<file path="config.mk">
export PLATFORM = sky130hd
export DESIGN_NAME = csr_file
export DESIGN_NICKNAME = d
export VERILOG_FILES = /design/src/rtl/csr_file_pkg.sv /design/src/rtl/csr_file.sv
export SDC_FILE = /design/constraint.sdc
export NUM_CORES = 1
export LEC_CHECK = 0
export ABC_AREA = 1
export CORE_MARGIN = 4
export CORE_UTILIZATION = 25
export CTS_BUF_LIST = sky130_fd_sc_hd__clkbuf_4
export DETAILED_ROUTE_END_ITERATION = 10
export SYNTH_ARGS = -nofsm -noshare
export SYNTH_HDL_FRONTEND = slang
export SYNTH_SLANG_ARGS = --single-unit
</file>
<file path="constraint.sdc">
create_clock -name clk -period 2.5 [get_ports clk]
set_clock_uncertainty 0.05 [all_clocks]
set_input_delay 0.5 -clock clk [delete_from_list [all_inputs] [get_ports clk]]
set_output_delay 0.5 -clock clk [all_outputs]
set_load 0.01 [all_outputs]
</file>
<file path="src/rtl/csr_file_pkg.sv">
// csr_file_pkg: CSR address map, bus widths and decode helper shared by the CSR file.
package csr_file_pkg;
  localparam int DATA_W = 16;
  localparam int ADDR_W = 16;
  localparam logic [11:0] CSR_MSTATUS  = 12'h300;
  localparam logic [11:0] CSR_MIE      = 12'h304;
  localparam logic [11:0] CSR_MTVEC    = 12'h305;
  localparam logic [11:0] CSR_MSCRATCH = 12'h340;
  localparam logic [11:0] CSR_MEPC     = 12'h341;
  localparam logic [11:0] CSR_MCAUSE   = 12'h342;
  localparam logic [11:0] CSR_MCYCLE   = 12'hB00;
  localparam logic [11:0] CSR_MCYCLEH  = 12'hB80;
  localparam int MSTATUS_MIE = 3;
  function automatic logic csr_mapped(input logic [11:0] a);
`ifdef CSR_CYCLE_COUNTER_EN
    if (a == CSR_MCYCLE || a == CSR_MCYCLEH) return 1'b1;
`endif
    return a == CSR_MSTATUS || a == CSR_MIE || a == CSR_MTVEC ||
           a == CSR_MSCRATCH || a == CSR_MEPC || a == CSR_MCAUSE;
  endfunction
endpackage

</file>
<file path="src/rtl/csr_file.sv">
// csr_file: dual-write-port machine CSR file; interrupt-controller port wins same-address collisions.
// Defining CSR_CYCLE_COUNTER_EN adds the free-running mcycle/mcycleh counter.
module csr_file
  import csr_file_pkg::*;
(
  input  logic              clk,
  input  logic              rst_n,
  input  logic              ex_we,
  input  logic [ADDR_W-1:0] ex_waddr,
  input  logic [DATA_W-1:0] ex_wdata,
  input  logic [ADDR_W-1:0] ex_raddr,
  output logic [DATA_W-1:0] ex_rdata,
  input  logic              int_we,
  input  logic [ADDR_W-1:0] int_waddr,
  input  logic [DATA_W-1:0] int_wdata,
  input  logic [ADDR_W-1:0] int_raddr,
  output logic [DATA_W-1:0] int_rdata,
  output logic [DATA_W-1:0] csr_mtvec,
  output logic [DATA_W-1:0] csr_mepc,
  output logic [DATA_W-1:0] csr_mstatus,
  output logic              global_int_en
);
  logic [DATA_W-1:0] mstatus, mie, mtvec, mscratch, mepc, mcause;
  logic [DATA_W-1:0] mcycle, mcycleh;
  logic [11:0] ex_wa, int_wa;
  assign ex_wa  = ex_waddr[11:0];
  assign int_wa = int_waddr[11:0];
  function automatic logic [DATA_W-1:0] nxt(input logic [11:0] a, input logic [DATA_W-1:0] cur);
    return (int_we && int_wa == a) ? int_wdata : (ex_we && ex_wa == a) ? ex_wdata : cur;
  endfunction
  function automatic logic [DATA_W-1:0] rd(input logic [11:0] a);
    case (a)
      CSR_MSTATUS:  return mstatus;
      CSR_MIE:      return mie;
      CSR_MTVEC:    return mtvec;
      CSR_MSCRATCH: return mscratch;
      CSR_MEPC:     return mepc;
      CSR_MCAUSE:   return mcause;
`ifdef CSR_CYCLE_COUNTER_EN
      CSR_MCYCLE:   return mcycle;
      CSR_MCYCLEH:  return mcycleh;
`endif
      default:      return '0;
    endcase
  endfunction
  always_ff @(posedge clk or negedge rst_n)
    if (!rst_n) begin
      mstatus  <= '0;
      mie      <= '0;
      mtvec    <= '0;
      mscratch <= '0;
      mepc     <= '0;
      mcause   <= '0;
    end else begin
      mstatus  <= nxt(CSR_MSTATUS, mstatus);
      mie      <= nxt(CSR_MIE, mie);
      mtvec    <= nxt(CSR_MTVEC, mtvec);
      mscratch <= nxt(CSR_MSCRATCH, mscratch);
      mepc     <= nxt(CSR_MEPC, mepc);
      mcause   <= nxt(CSR_MCAUSE, mcause);
    end
`ifdef CSR_CYCLE_COUNTER_EN
  logic cyc_wr;
  assign cyc_wr = (int_we && (int_wa == CSR_MCYCLE || int_wa == CSR_MCYCLEH)) ||
                  (ex_we && (ex_wa == CSR_MCYCLE || ex_wa == CSR_MCYCLEH));
  // Any write to either half freezes the whole 32-bit count for that cycle.
  always_ff @(posedge clk or negedge rst_n)
    if (!rst_n) {mcycleh, mcycle} <= '0;
    else if (cyc_wr) begin
      mcycle  <= nxt(CSR_MCYCLE, mcycle);
      mcycleh <= nxt(CSR_MCYCLEH, mcycleh);
    end else {mcycleh, mcycle} <= {mcycleh, mcycle} + 32'd1;
`else
  assign mcycle  = '0;
  assign mcycleh = '0;
  logic unused_cyc;
  assign unused_cyc = ^{mcycle, mcycleh};
`endif
  logic [11:0] ex_ra;
  logic fwd_int, fwd_ex;
  assign ex_ra   = ex_raddr[11:0];
  assign fwd_int = int_we && int_wa == ex_ra && csr_mapped(ex_ra);
  assign fwd_ex  = ex_we && ex_wa == ex_ra && csr_mapped(ex_ra);
  always_comb begin
    ex_rdata  = fwd_int ? int_wdata : fwd_ex ? ex_wdata : rd(ex_ra);
    int_rdata = rd(int_raddr[11:0]);
  end
  logic [3:0] unused_hi;
  assign unused_hi     = ^{ex_waddr[15:12], int_waddr[15:12], ex_raddr[15:12], int_raddr[15:12]};
  assign csr_mtvec     = mtvec;
  assign csr_mepc      = mepc;
  assign csr_mstatus   = mstatus;
  assign global_int_en = mstatus[MSTATUS_MIE];
endmodule

</file>
==> summary.md <==
| Metric | Value |
|---|---|
| DRT Pass-1 Iters | 6 |
| Slew Limit Headroom | 70.8% |
| Fmax | 380 MHz |
| Peak supply drop | 201 uV |
| Share of layout cells above drive strength 1 | 29.9% |
| Most frequent cells in the layout | nand2_1 (355), inv_1 (143), buf_4 (140) |
| GRT Util Overall | 23.1% |
| Final Hold Violating Endpoints | 0 |
| Routed WL per cell | 20.9 um |
| Period utilisation layout | 105% |
| Post-layout util | 42.2% |
| Crit start category | input port |
| Vias post-DR | 9984 |
| R2R setup slack | ~1500 ps |
| Synthesis Warnings | 0 |
| Initial Utilization | 25.6% |
| GR met2 Demand/Resource | between 30% and 40% |
| R2R Path Start | csr_mepc[2]$_DFFE_PN0P_ |
| Slew Viols, Final | 0 |
| Die Footprint | 32600 um^2 |
| Die Height | 181 um |
| Vias in the first global route | 9580 |
| Post-DP HPWL | between 20000 and 30000 um |
| Avg Cell Area, Syn | 6.23 um^2 |
| CORE AREA | roughly 29000 um^2 |
| Final Instance Area | about 12000 um^2 |
| Routed vias/inst | 5.22 |
| Clk slew on worst S/H paths | about 170 ps |
| First-pass GRT wire length | 58400 um |
| Row Count | 62 |
| Die width | 181 um |
| Met1 usage | 30.5% |
| #FFs+latches synth | 96 |
| Gr ovfl total | 0 |
| DRT iter0 DRCs | 1160 |
| Max clock buf depth | 2 |
| Cell Chain, Critical Path | buf_4 > inv_2 > nor2_4 > nand2_4 > nor2_8 > buf_6 > nand2_4 > nand2_4 > nor2_4 > nand2_8 > buf_12 > nand2_8 > buf_12 > clkinv_16 > nand2_2 > nand2_2 > buf_6 |
| Initial antenna violation count | 3 |
| Mapped Nets | around 1300 |
| CTS Root Buffer Type | clkbuf_4 |
| Failing checks | negative setup slack |
| Layout area overhead | 64.5% |
| Seq/Total Area, Yosys | 32.3% |
| Hold Slack | a little over 400 ps |
| Cell family with most CP delay | buffers and inverters |
| Fin nets | roughly 1600 |
| Cell leakage power | roughly 0.0063 uW |
| Total Wirelength | 40100 um |
| Crit path DAT | around 2100 ps |
| Final min period | 2630 ps |
| Cell mode on critical path | nand2_4 |
| Pwr dens | 257 nW/um^2 |
| Worst-margin pin slew | 437 ps |
| CTS tree | built |
| Leading area contributor after synthesis | dfrtp_1 |
| Boundary Pins | 181 |
| Share of the synthesized area in the top cell type | 32.3% |
| Synth area leaders | dfrtp_1 (32%), nand2_1 (21%), o21ai_0 (10%) |
| GPL Wtd Cong | approximately 1.0 |
| Clock buffer count from CTS | 9 |
| Drt drc | 0 |
| Met3 usage | 6.50% |
| CTS Sinks | between 90 and 100 |
| Most common cell after layout, fill and taps aside | nand2_1 |
| # port buffers | about 160 |
| Final worst slack | -133 ps |
| Place WS | -918 ps |
| Crit-path max FO | 8 |
| Slowest CP cell | buf_12 |
| Critical path class | in2out |
| Syn Inst Count | 1194 |
| Largest net degree at the start of global routing | 37 |
| Reg2reg path depth | 2 |
| RSZ-0062 raised after global routing | true |
| Top Usage Layer GRT | met2 |
| Final Setup Violations | 20 |
| Netlist cell types | 36 |
| Worst min path class | in2async |
| PnR Total Power | 3140 uW |
| Max Cap Viol | 0 |
| Post-DRT Antenna Nets | 0 |
| CP Capture Type | output pin |
| Largest stage delay on the critical path | 160 ps |
| Buf+Inv Stages, Crit Path | 7 |
| Later-pin clock latency in the skew report | 510 ps |
| R2R Path End | csr_mepc[2]$_DFFE_PN0P_ |
| Htree depth | 3 |
| Mapped Area | 7440 um^2 |
| Worst Path Required | 1950 ps |
| Placed cell area | 10600 um^2 |
| Status | complete, but fails checks |
==> registers in the layout, indices dropped and copies added, names as in the netlist <==
| signal | flops |
|---|---|
| mcause | 16 |
| csr_mtvec | 16 |
| mscratch | 16 |
| csr_mepc | 16 |
| csr_mstatus | 16 |
| mie | 16 |
==> cell families (layout without fill, tap and decap cells) <==
family | after synthesis | count (layout) | synth area share (%)
XOR/XNOR | 2 | 2 | 0.235
AND/OR/NAND/NOR | 654 | 655 | 38.2
flip-flops | 96 | 96 | 32.3
buffers and inverters | 216 | 548 | 11.9
other | 0 | 3 | 0
AO/OA/AOI/OAI | 226 | 226 | 17.4
==> per-stage QoR <==
stage | std cells | TNS (ps)
after CTS | 1902 | -1210
after floorplan | 1194 | 0
after global placement | 1838 | -26760
after detailed placement | 1838 | -27060
final | 1914 | -1720
after global routing | 1913 | -3120
==> Yosys cell counts (all sizes together) <==
master,count
a21oi,18
and2,2
buf,29
clkbuf,24
dfrtp,96
inv,163
nand2,425
nand3,124
nand3b,2
nand4,7
nor2,77
nor3,13
nor3b,1
nor4,2
o21ai,159
o221ai,35
o22ai,14
or2,1
xor2,2
==> how the worst max path moves through the flow <==
| stage | slack [ps] | cells after the start | start | end |
|---|---|---|---|---|
| after global placement | -900 | 14 | ex_raddr[10] | ex_rdata[6] |
| final | -130 | 17 | ex_raddr[6] | ex_rdata[2] |
| after CTS | -100 | 17 | ex_raddr[7] | ex_rdata[4] |
| after detailed placement | -920 | 14 | ex_raddr[10] | ex_rdata[6] |
| after floorplan | 280 | 9 | int_raddr[3] | int_rdata[1] |
| after global routing | -200 | 14 | ex_raddr[6] | ex_rdata[2] |
==> report_power, final <==
group / total (uW) / leakage, uW / internal [uW] / switching [uW]
sequential: 1590 / 0.00118 / 1570 / 18.8
combinational: 632 / 0.00509 / 289 / 343
clock: 918 / 0.0000779 / 237 / 682
total: 3140 / 0.00635 / 2100 / 1040
==> layout make-up <==
| class | instances | area (um^2) |
|---|---|---|
| antenna | 3 | 7.51 |
| clock buffer | 9 | 67.6 |
| clock inverter | 7 | 70.1 |
| fill | 2915 | 16800 |
| inverter | 163 | 634 |
| multi-input combinational | 883 | 4860 |
| sequential | 96 | 2400 |
| tap | 384 | 480 |
| timing repair buffer | 368 | 3690 |
| timing repair inverter | 1 | 30.0 |
==> routing by layer <==
metal | wire length [um] | up-vias | part of all wire [%]
met5 | 0 | - | 0
met4 | 1810 | 0 | 4.5
met3 | 4470 | 148 | 11
met2 | 17700 | 631 | 44
met1 | 16100 | 4661 | 40
li1 | - | 4544 | -
==> repair_timing <==
item,4_1_cts,5_1_grt
pin swaps,83,54
setup buffers,37,6
hold buffers,1,0
gates resized for setup,433,130
hold endpoints to repair,26,0
cloned,10,5
setup endpoints to repair,32,58
No activity file was read; power rests on OpenSTA's default activity.
